**src/rtl/tick_scheduler.sv**
```systemverilog
// tick_scheduler: shares one 2^DIVIDER-cycle tick divider between two requesters, round-robin.
// Define TICK_SCHEDULER_HALF_TICK_EN to build the mid-period half_tick pulse; otherwise it is tied low.
module tick_scheduler #(
   parameter int DIVIDER = 9,
   parameter int CNT_W   = 4
) (
   input  logic             clk,
   input  logic             rstn,
   input  logic             req0,
   input  logic             req1,
   input  logic [CNT_W-1:0] len0,
   input  logic [CNT_W-1:0] len1,
   output logic             gnt0,
   output logic             gnt1,
   output logic             tick,
   output logic             half_tick,
   output logic             done0,
   output logic             done1,
   output logic             busy,
   output logic [1:0]       state_dbg
);

   // Handshake: reqN is a level held until doneN pulses, or dropped early to abort;
   // lenN is sampled only in the grant cycle; gnt, tick and done are registered outputs.
   typedef enum logic [1:0] {IDLE = 2'd0, RUN = 2'd1, DONE = 2'd2} state_t;

   state_t             state_q, state_d;
   logic [DIVIDER-1:0] cnt_q, cnt_d;
   logic [CNT_W-1:0]   rem_q, rem_d;
   logic               last_q, last_d;
   logic               pick, own_req, wrap;
   logic               gnt0_d, gnt1_d, tick_d, done0_d, done1_d, busy_d;

`ifdef TICK_SCHEDULER_HALF_TICK_EN
   localparam logic [DIVIDER-1:0] HALF_POINT = {1'b0, {(DIVIDER-1){1'b1}}};
   logic half_d;
`endif

   // last_q doubles as the grantee index once a grant is made.
   assign wrap      = (cnt_q == {DIVIDER{1'b1}});
   assign own_req   = last_q ? req1 : req0;
   assign pick      = (req0 & req1) ? ~last_q : req1;
   assign state_dbg = state_q;

   always_comb begin
      state_d = state_q;
      cnt_d   = cnt_q;
      rem_d   = rem_q;
      last_d  = last_q;
      gnt0_d  = 1'b0;
      gnt1_d  = 1'b0;
      tick_d  = 1'b0;
      done0_d = 1'b0;
      done1_d = 1'b0;
      busy_d  = 1'b0;
`ifdef TICK_SCHEDULER_HALF_TICK_EN
      half_d  = 1'b0;
`endif
      unique case (state_q)
         IDLE: begin
            if (req0 | req1) begin
               state_d = RUN;
               cnt_d   = '0;
               rem_d   = pick ? len1 : len0;
               last_d  = pick;
               gnt0_d  = ~pick;
               gnt1_d  = pick;
               busy_d  = 1'b1;
            end
         end
         RUN: begin
            // Abort wins over completion and over a tick due on this edge.
            if (!own_req) begin
               state_d = IDLE;
               cnt_d   = '0;
               rem_d   = '0;
            end else if (rem_q == '0) begin
               state_d = DONE;
               cnt_d   = '0;
               done0_d = ~last_q;
               done1_d = last_q;
            end else begin
               cnt_d  = cnt_q + 1'b1;
               gnt0_d = ~last_q;
               gnt1_d = last_q;
               busy_d = 1'b1;
               if (wrap) begin
                  tick_d = 1'b1;
                  rem_d  = rem_q - 1'b1;
               end
`ifdef TICK_SCHEDULER_HALF_TICK_EN
               half_d = (cnt_q == HALF_POINT);
`endif
            end
         end
         DONE: state_d = IDLE;
         default: state_d = IDLE;
      endcase
   end

   always_ff @(posedge clk) begin
      if (!rstn) begin
         state_q <= IDLE;
         cnt_q   <= '0;
         rem_q   <= '0;
         last_q  <= 1'b1;
         gnt0    <= 1'b0;
         gnt1    <= 1'b0;
         tick    <= 1'b0;
         done0   <= 1'b0;
         done1   <= 1'b0;
         busy    <= 1'b0;
      end else begin
         state_q <= state_d;
         cnt_q   <= cnt_d;
         rem_q   <= rem_d;
         last_q  <= last_d;
         gnt0    <= gnt0_d;
         gnt1    <= gnt1_d;
         tick    <= tick_d;
         done0   <= done0_d;
         done1   <= done1_d;
         busy    <= busy_d;
      end
   end

`ifdef TICK_SCHEDULER_HALF_TICK_EN
   always_ff @(posedge clk) begin
      if (!rstn) half_tick <= 1'b0;
      else       half_tick <= half_d;
   end
`else
   assign half_tick = 1'b0;
`endif

endmodule

```
**config.mk**
```make
export PLATFORM = sky130hd
export DESIGN_NAME = tick_scheduler
export DESIGN_NICKNAME = d
export VERILOG_FILES = /design/src/rtl/tick_scheduler.sv
export SDC_FILE = /design/constraint.sdc
export NUM_CORES = 1
export LEC_CHECK = 0
export BUFFER_PORTS_ARGS = -buffer_cell sky130_fd_sc_hd__buf_2
export CAP_MARGIN = 40
export CORE_MARGIN = 8
export CORE_UTILIZATION = 45
export DETAILED_ROUTE_END_ITERATION = 6
export HOLD_SLACK_MARGIN = 0.03
export PLACE_DENSITY = 0.67
export SLEW_MARGIN = 20
export SYNTH_ARGS = -nofsm -noshare
export SYNTH_HDL_FRONTEND = slang
export SYNTH_SLANG_ARGS = --single-unit
```
**constraint.sdc**
```tcl
create_clock -name clk -period 2.7 [get_ports clk]
set_clock_uncertainty 0.1 [all_clocks]
set_input_delay 0.405 -clock clk [delete_from_list [all_inputs] [get_ports clk]]
set_output_delay 0.405 -clock clk [all_outputs]
set_load 0.01 [all_outputs]
```
==> metrics.txt <==
Achievable Freq 527 MHz; number of enable flip-flop cells after synthesis 0; maximum single-stage delay on the critical path 0.40 ns; post-layout instance area 1240 µm²; number of clock buffers inserted by TritonCTS 3; worst slack on hold paths 0.263 ns; IO Port Bufs 19; flop-to-flop setup slack 0.80 ns; post-DP HPWL 1750 µm; GR Util met1 0.130; count of synthesis-stage warnings from yosys 0; Final ANT Viol Nets 0; total leakage power 0.496 nW; met3 demand-to-capacity share in global routing 0.0288; number of max-cap violations 0; area enclosed by the die boundary 4390 µm²; Max clock buf depth 2; Seq cells post-synth 22; routability congestion estimate from global placement 0.945; final critical path time including I/O delays and setup 1.90 ns; fin crit share 0.703; Detailed Route WL 2270 µm; maximum number of pins on one net before global-route repair 15; number of global-route vias before repair 922; ant diodes 0; register cell area after layout 440 µm²; Row Count 18; DIE HEIGHT 66.2 µm; Critical Path, Cell by Cell ha_1 -> nand3_1 -> nor2_1 -> ha_1 -> inv_1 -> o211ai_2 -> o211ai_1 -> a32o_1; endpoint of the most critical register-to-register path rem_q[2]; outcome finished, final reports clean; routed vias 931; final non-filler cell total 171; CTS Hold Bufs 0; sum of overflow across all layers after global routing 0; H-tree levels 1; total routing resource utilization after global routing 0.113; clock network power share 0.202; DR WL/cell 13.2 µm; clock transition at the register clock pins on the worst setup and hold paths after CTS 0.11 ns; initial standard-cell utilization of the core 0.467; drt pass-1 iters 4; DRC violation count after routing 0; Synthesized Nets 140; Hold Crit Start rstn; Die Span X 66.2 µm; async set or reset register ratio after synthesis 0; Gate power share 0.252; worst-path maximum fanout 6; number of top-level pins 21; initial antenna violation count 0; largest vdd supply drop 0.000323 V; Syn Inst Count 125; Yosys cell types 43; number of failing setup endpoints in the final timing report 0; final layout net count 158; Syn Area/Cell 9.08 µm²; most used routing layer in global routing met2; dpl cells 168; global-route wire length before repair 4000 µm; worst-case reg-to-reg path depth 8; CP Launch Type flop; crit path max-delay cell type dfxtp_1; total power draw 0.696 mW; Arr. time, crit path 2.00 ns; worst hold stages 2; Power per Cell Area 561 nW/µm²; internal power of the cells 0.479 mW; data required time of the worst path 2.80 ns; fraction of power spent switching nets 0.312; final hold viol count 0; origin of the critical flop-to-flop path cnt_q[0]; met2 Track Usage GR 0.186; instance area after placement 1220 µm²; number of violations reported at the end of detailed-routing iteration 0 19; TritonCTS clock tree yes; Root Buffer Master clkbuf_4; fraction of final layout cells sized beyond drive strength 1 0.220; Fill cells 234; # clock sinks 22; Final TNS setup 0 ns; RSZ-0062 raised after global routing false; type of the worst min-delay path input port to flop; pre-CTS setup slack 0.836 ns; Post-synth top flop dfxtp_1; mapped cell area 1130 µm²; area added between synthesis and finish 9.37%; fin. max-slew vios 0; area of the placeable core 2430 µm²; net load switching power 0.217 mW; register area share after synthesis 0.388; sink of the worst hold path last_q; min setup slack post-route 0.801 ns; Worst-Skew Late Latency 0.29 ns; Via density 5.44; area used by multi-input combinational logic 619 µm²; final standard cell utilization of the core 0.510; WS Path Type flop to flop; # resized after CTS 0; count of buffers added by post-CTS timing repair for setup 0; sort of element at the end of the critical path flop; sequential share of power 0.546; cell repeated most along the worst path ha_1
[area by class of cell]
type,instances,share of cell area
clock buffer,3,0.0181
inverter,7,0.0212
multi-input combinational,90,0.499
sequential,22,0.355
tap,30,0.0302
timing repair buffer,19,0.0766
[worst max path at each step]
stage,endpoint,startpoint,slack (ns),cells after the start
5_1_grt,rem_q[2],cnt_q[0],0.68,8
4_1_cts,rem_q[2],cnt_q[0],0.82,8
3_3_place_gp,rem_q[2],cnt_q[0],0.89,8
2_1_floorplan,rem_q[2],cnt_q[0],1.01,8
6_report,rem_q[2],cnt_q[0],0.80,8
3_5_place_dp,rem_q[2],cnt_q[0],0.84,8
[cell families (layout without fill, tap and decap cells)]
family / after synthesis / count (layout) / share of synthesized area
mux: 6 / 6 / 0.0551
xor+xnor: 7 / 7 / 0.0540
compound gates: 23 / 23 / 0.155
simple gates: 50 / 50 / 0.245
buf+inv: 13 / 29 / 0.0662
flops: 22 / 22 / 0.388
other cells: 1 / 1 / 0.00330
fa+ha+maj: 3 / 3 / 0.0331
[critical path, delay by kind of cell (launching register included)]
kind / cells / cell delay, ns
AOI/OAI and AO/OA: 3 / 0.72
adders and majority gates: 2 / 0.35
buffers and inverters: 1 / 0.07
DFF: 1 / 0.40
and+or+nand+nor: 2 / 0.17
[registers in the layout, indices dropped and copies added (netlist names)]
signal,cells
gnt0,1
rem_q,4
busy,1
done1,1
last_q,1
gnt1,1
done0,1
tick,1
state_dbg,2
cnt_q,9
[power groups by stage]
| stage | clock, mW | sequential, mW | combinational, mW |
|---|---|---|---|
| global route | 0.164 | 0.385 | 0.195 |
| floorplan | 0 | 0.376 | 0.146 |
| global placement | 0 | 0.386 | 0.171 |
| detailed placement | 0 | 0.388 | 0.175 |
| CTS | 0.148 | 0.380 | 0.176 |
| finish | 0.141 | 0.380 | 0.175 |
[layout by cell type (no fill, tap or decap), drive strengths merged]
cell type	netlist	final
mux2i	4	4
o31ai	1	1
or2	1	1
a21oi	7	7
nor3b	2	2
a32o	1	1
dfxtp	22	22
nand2	8	8
nand4	1	1
nor3	7	7
o22a	2	2
nor2	14	14
nand3	3	3
and2	1	1
buf	5	19
a21boi	1	1
nor4b	2	2
or4	2	2
o21ai	3	3
nor4	2	2
nand4b	1	1
nor2b	1	1
conb	1	1
a22oi	1	1
clkbuf	1	3
o22ai	1	1
o32ai	1	1
o2bb2ai	1	1
nand2b	1	1
mux2	2	2
o211ai	2	2
a311oi	2	2
and3	3	3
ha	3	3
inv	7	7
xnor2	7	7
and2b	1	1
[metal layers]
| layer | up-vias | part of all wire |
|---|---|---|
| met5 | - | 0 |
| met4 | 0 | 0.017 |
| met3 | 6 | 0.050 |
| met2 | 19 | 0.49 |
| met1 | 432 | 0.44 |
| li1 | 474 | - |
[Yosys cell counts (all sizes together), types with 2 or more instances]
library cell,number,area (µm²)
mux2i,4,40.0
dfxtp,22,440
a311oi,2,17.5
a21oi,7,35.0
nor4b,2,17.5
and3,3,18.8
ha,3,37.5
xnor2,7,61.3
nand3,3,15.0
nand2,8,30.0
nor3,7,46.3
inv,7,26.3
nor2,14,55.1
buf,5,45.0
or4,2,15.0
o22a,2,17.5
mux2,2,22.5
o211ai,2,20.0
nor4,2,12.5
o21ai,3,18.8
nor3b,2,20.0
Note: power is estimated with default switching activity, not from simulation.
